--- src/rtl/spi_flash_responder.sv ---
// SPI mode-0 flash read responder: 0x03 read with one-byte prefetch, 0xAB wake-up.
// Inputs are synchronised in CLK_SYNC_STAGES flops; there is no backpressure, rd_data must arrive one cycle after rd_en.
module spi_flash_responder #(
    parameter int CLK_SYNC_STAGES = 2
) (
    input  logic        clk,
    input  logic        reset,
    input  logic        spi_cs,
    input  logic        spi_sclk,
    input  logic        spi_mosi,
    output logic        spi_miso,
    output logic        rd_en,
    output logic [23:0] rd_addr,
    input  logic [7:0]  rd_data,
    output logic        awake,
    output logic        busy
);

    typedef enum logic [2:0] {IDLE, CMD, ADDR, DATA, IGNORE} state_t;

    state_t state, state_nxt;

    logic [CLK_SYNC_STAGES-1:0] cs_pipe, sclk_pipe, mosi_pipe;
    logic cs_s, sclk_s, mosi_s;
    logic cs_q, sclk_q;
    logic cs_fall, sclk_rise, sclk_fall;

    logic [22:0] sr;
    logic [4:0]  bit_cnt;
    logic [7:0]  cmd_byte;
    logic [7:0]  shreg;
    logic [7:0]  pf_buf;
    logic [2:0]  bit_idx;
    logic        rd_pend;
    logic        first_load;
    logic        skip_fall;

    always_ff @(posedge clk or posedge reset) begin
        if (reset) begin
            cs_pipe   <= '1;
            sclk_pipe <= '0;
            mosi_pipe <= '0;
            cs_q      <= 1'b1;
            sclk_q    <= 1'b0;
        end else begin
            cs_pipe   <= {cs_pipe[CLK_SYNC_STAGES-2:0], spi_cs};
            sclk_pipe <= {sclk_pipe[CLK_SYNC_STAGES-2:0], spi_sclk};
            mosi_pipe <= {mosi_pipe[CLK_SYNC_STAGES-2:0], spi_mosi};
            cs_q      <= cs_s;
            sclk_q    <= sclk_s;
        end
    end

    assign cs_s      = cs_pipe[CLK_SYNC_STAGES-1];
    assign sclk_s    = sclk_pipe[CLK_SYNC_STAGES-1];
    assign mosi_s    = mosi_pipe[CLK_SYNC_STAGES-1];
    assign cs_fall   = ~cs_s & cs_q;
    assign sclk_rise = sclk_s & ~sclk_q;
    assign sclk_fall = ~sclk_s & sclk_q;
    assign cmd_byte  = {sr[6:0], mosi_s};

    always_ff @(posedge clk or posedge reset) begin
        if (reset) state <= IDLE;
        else       state <= state_nxt;
    end

    always_comb begin
        state_nxt = state;
        case (state)
            IDLE:    if (cs_fall) state_nxt = CMD;
            CMD:     if (sclk_rise && bit_cnt == 5'd7)
                         state_nxt = (cmd_byte == 8'h03) ? ADDR : IGNORE;
            ADDR:    if (sclk_rise && bit_cnt == 5'd23) state_nxt = DATA;
            DATA:    state_nxt = DATA;
            IGNORE:  state_nxt = IGNORE;
            default: state_nxt = IDLE;
        endcase
        // Chip-select release wins over everything, so partial transfers never issue reads.
        if (state != IDLE && cs_s) state_nxt = IDLE;
    end

    always_ff @(posedge clk or posedge reset) begin
        if (reset) begin
            sr         <= '0;
            bit_cnt    <= '0;
            shreg      <= '0;
            pf_buf     <= '0;
            bit_idx    <= '0;
            rd_en      <= 1'b0;
            rd_addr    <= '0;
            rd_pend    <= 1'b0;
            first_load <= 1'b0;
            skip_fall  <= 1'b0;
            awake      <= 1'b0;
        end else begin
            rd_en   <= 1'b0;
            rd_pend <= rd_en;
            if (state == IDLE) bit_cnt <= '0;
            if ((state == CMD || state == ADDR) && sclk_rise) begin
                sr      <= {sr[21:0], mosi_s};
                bit_cnt <= (state == CMD && bit_cnt == 5'd7) ? 5'd0 : bit_cnt + 5'd1;
            end
            if (state == CMD && state_nxt == IGNORE && cmd_byte == 8'hAB) awake <= 1'b1;
            if (state == ADDR && state_nxt == DATA) begin
                rd_en      <= 1'b1;
                rd_addr    <= {sr, mosi_s};
                first_load <= 1'b1;
                skip_fall  <= 1'b1;
            end
            if (state == DATA && state_nxt == DATA) begin
                if (rd_pend) begin
                    if (first_load) begin
                        shreg      <= rd_data;
                        bit_idx    <= '0;
                        first_load <= 1'b0;
                        rd_en      <= 1'b1;
                        rd_addr    <= rd_addr + 24'd1;
                    end else begin
                        pf_buf <= rd_data;
                    end
                end
                // The falling edge right after the last address bit precedes data bit 7; it must not shift.
                if (sclk_fall) begin
                    if (skip_fall) begin
                        skip_fall <= 1'b0;
                    end else if (bit_idx == 3'd7) begin
                        shreg   <= pf_buf;
                        bit_idx <= '0;
                        rd_en   <= 1'b1;
                        rd_addr <= rd_addr + 24'd1;
                    end else begin
                        shreg   <= {shreg[6:0], 1'b0};
                        bit_idx <= bit_idx + 3'd1;
                    end
                end
            end
        end
    end

    assign spi_miso = (state == DATA) ? shreg[7] : 1'b0;
    assign busy     = (state != IDLE);

endmodule

--- config.mk ---
export PLATFORM = sky130hd
export DESIGN_NAME = spi_flash_responder
export DESIGN_NICKNAME = d
export VERILOG_FILES = /design/src/rtl/spi_flash_responder.sv
export SDC_FILE = /design/constraint.sdc
export NUM_CORES = 1
export LEC_CHECK = 0
export ABC_AREA = 1
export ABC_CLOCK_PERIOD_IN_PS = 7300
export CORE_ASPECT_RATIO = 0.9
export CORE_MARGIN = 8
export CORE_UTILIZATION = 39
export CTS_CLUSTER_DIAMETER = 60
export DETAILED_ROUTE_END_ITERATION = 6
export GPL_ROUTABILITY_DRIVEN = 0
export SLEW_MARGIN = 25
export SYNTH_ARGS = -nofsm -noshare
export SYNTH_HDL_FRONTEND = slang
export SYNTH_SLANG_ARGS = --single-unit
--- constraint.sdc ---
create_clock -name clk -period 7.3 [get_ports clk]
set_clock_uncertainty 0.1 [all_clocks]
set_input_delay 1.46 -clock clk [delete_from_list [all_inputs] [get_ports clk]]
set_output_delay 1.46 -clock clk [all_outputs]
set_load 0.005 [all_outputs]
==> reports/qor.txt <==
Highest routed metal layer -> met4
Number of H-tree levels -> 3
Met1 wire length -> 4730 um
Yosys top cell by area -> dfrtp_1
Top cells by area, synth -> dfrtp_1 (48%), nand2_1 (9.3%), inv_1 (4.7%)
Area post-placement -> 0.00486 mm2
Final setup viols -> 0
WP data arrival -> 1.77 ns
Mapped cell area -> 0.00434 mm2
Hold path depth -> 0
HP Start -> sclk_pipe[0]
Setup crit end kind -> output pin
# DRC -> 0
Ports -> 41
Number of gates resized after CTS -> 0
DR WL met3 -> 503 um
Vias -> 3,444
Overall Global Routing Usage -> 14.1%
Die Ht -> 116 um
First-pass GRT wire length -> 16,700 um
Reg2reg end -> rd_addr[10]
CTS tree -> built
Hold slack -> 0.253 ns
Total die area -> 0.0148 mm2
Core Area -> 0.0109 mm2
Worst Reg-to-Reg Cells -> 8
Worst setup SP type -> register
Post-synth net total -> 519
Final Instance Area -> 0.00515 mm2
# clock sinks -> 87
Average size of a mapped cell -> 8.64 um2
Status -> completed
Req. time, crit path -> 5.74 ns
CP max FO -> 6
Largest net degree at the start of global routing -> 63
Slew Viols, Final -> 0
Initial antenna violation count -> 0
Routed WL -> 9690 um
Worst skew pair latency -> 0.34 ns
Placed insts -> 681
Synth-to-Final Area Change -> 18.8%
Met2 wire length -> 4330 um
Lkg Pwr -> 2.35 nW
Crit path kind -> register to output pin
Root Buffer -> clkbuf_16
Flops & latches, synth -> 87
Drt initial violations -> 233
RSZ-0062 raised after global routing -> no
Max transition margin -> 47.7%
Fin nets -> 557
Crit path time final -> 3.33 ns
Yosys cell types -> 41
Number of nets with antenna violations after routing -> 0
Clock-pin slew on the worst setup and hold paths -> 0.05 ns
Synth warn -> 0
Vias per std cell -> 4.94
Max frequency -> 300 MHz
Seq/Total Area, Yosys -> 50.3%
Layout cells sized above 1 -> 10.6%
# fillers -> 1,041
Least-Margin Pin Slew -> 0.782 ns
Peak VDD IR -> 0.102 mV
Mapped Cells -> 502
FF-to-FF Start -> bit_idx[0]
Worst Hold Path EP -> sclk_pipe[1]
TritonCTS Buffers -> 9
Post-DP HPWL -> 6890 um
HP Class -> register to register
Diode count -> 0
Row Count -> 36
Maximum Capacitance Violations -> 0
Setup TNS Final -> 0 ns
Power Density -> 237 mW/mm2
Global route overflow -> 0
Die width -> 127 um
Longest Clk Path Bufs -> 2
Length of the first detailed-routing pass in iterations -> 5
Cts hold-fix bufs -> 0
Final Hold Viols -> 0
Initial Util -> 40.0%
Post-route insts no fill -> 697
Vias in the first global route -> 3,428
Post-synth top area share -> 48.5%
Postcts setup bufs -> 0
Input/output buffers -> 40
Reg-to-reg slack, setup -> 4.76 ns
Wire length per cell -> 13.9 um
Fin crit share -> 45.6%
-- worst max-delay path, stage by stage, from the launching register on --
cell and delay [ns]:
dfrtp_1 0.48, nand2_1 0.10, nor2_2 0.17, inv_1 0.09
nor2_1 0.09, clkdlybuf4s50_1 0.50
-- Yosys cell counts, drive strengths merged --
cell and instances:
a31o 2, mux2 7, or2 1, nor3 10, buf 9, dfstp 3
ha 4, clkbuf 5, nor4 2, xor2 15, nand3b 1, nand3 35
o41ai 1, o221ai 10, inv 62, dfrtp 84, o211ai 5, a21oi 16
a31oi 1, nor2 42, o21ai 61, nand2 111, xnor2 5, o22ai 1
o2111ai 1, nand4 8
-- registers in the layout, indices dropped and copies added, names as in the netlist --
name and cells:
pf_buf 8, rd_pend 1, skip_fall 1, shreg 8
rd_en 1, cs_pipe 2, rd_addr 24, sclk_q 1
bit_idx 3, first_load 1, mosi_pipe 2, cs_q 1
sclk_pipe 2, bit_cnt 5, state 3, awake 1
sr 23
-- area by class of cell --
| class | instances | area [um2] | area share [%] |
|---|---|---|---|
| inverter | 62 | 234 | 4.54 |
| sequential | 87 | 2180 | 42.3 |
| tap | 152 | 190 | 3.69 |
| multi-input combinational | 339 | 1840 | 35.8 |
| clock inverter | 2 | 12.5 | 0.243 |
| clock buffer | 14 | 284 | 5.51 |
| timing repair buffer | 41 | 408 | 7.92 |
-- power by group --
| part | internal, mW | leakage [nW] | switching [mW] |
|---|---|---|---|
| logic | 0.0598 | 1.10 | 0.118 |
| registers | 0.549 | 1.10 | 0.0478 |
| clock network | 0.267 | 0.145 | 0.180 |
-- logic make-up (layout without fill, tap and decap cells) --
family                   after synthesis  after routing  synth area share (%)
XOR/XNOR                              20             20                  4.04
adder cells (fa/ha/maj)                4              4                  1.15
AO/OA/AOI/OAI                         98             98                  13.3
flip-flops                            87             87                  50.3
buffers and inverters                 76            119                  7.24
multiplexers                           7              7                  1.82
AND/OR/NAND/NOR                      210            210                  22.2
-- worst max path at each step --
stage | start | to | slack (ns) | cells past startpoint
after floorplan | reset | awake | 3.49 | 1
final | state[0] | spi_miso | 3.97 | 5
after detailed placement | reset | pf_buf[3] | 4.18 | 3
after global placement | reset | shreg[3] | 4.19 | 3
after global routing | state[0] | spi_miso | 3.81 | 5
after CTS | state[0] | spi_miso | 3.93 | 5
-- through the flow --
stage               utilization, %  total power, mW  setup slack, ns
floorplan                        -            0.724             3.49
global placement              44.7            0.779             4.19
detailed placement            44.7            0.786             4.18
CTS                           47.5             1.24             3.93
global route                  47.5             1.30             3.81
finish                        47.5             1.22             3.97
-- routing by layer --
layer | track usage [%] | vias to the layer above
li1 | - | 1745
met1 | 18.6 | 1634
met2 | 22.0 | 57
met3 | 4.28 | 8
met4 | 4.20 | 0
met5 | 0 | -
-- cell usage in the layout, fill, tap and decap left out, types with 2 or more instances in the layout --
master / n
ha_1: 4
nand3_2: 2
o21ai_1: 22
xor2_1: 15
nand2_2: 2
mux2_2: 7
inv_1: 53
clkdlybuf4s50_1: 40
nor3_1: 8
o21ai_0: 37
inv_2: 8
xnor2_1: 5
clkinv_2: 2
a21oi_1: 15
nor2_2: 7
dfstp_2: 3
nor4_1: 2
nor2_1: 33
nor2_4: 2
dfrtp_1: 84
o221ai_1: 10
o211ai_1: 5
clkbuf_16: 9
nand4_1: 7
clkbuf_8: 4
a31o_2: 2
nand2_1: 108
nand3_1: 33
Note: power is estimated with default switching activity, not from simulation.
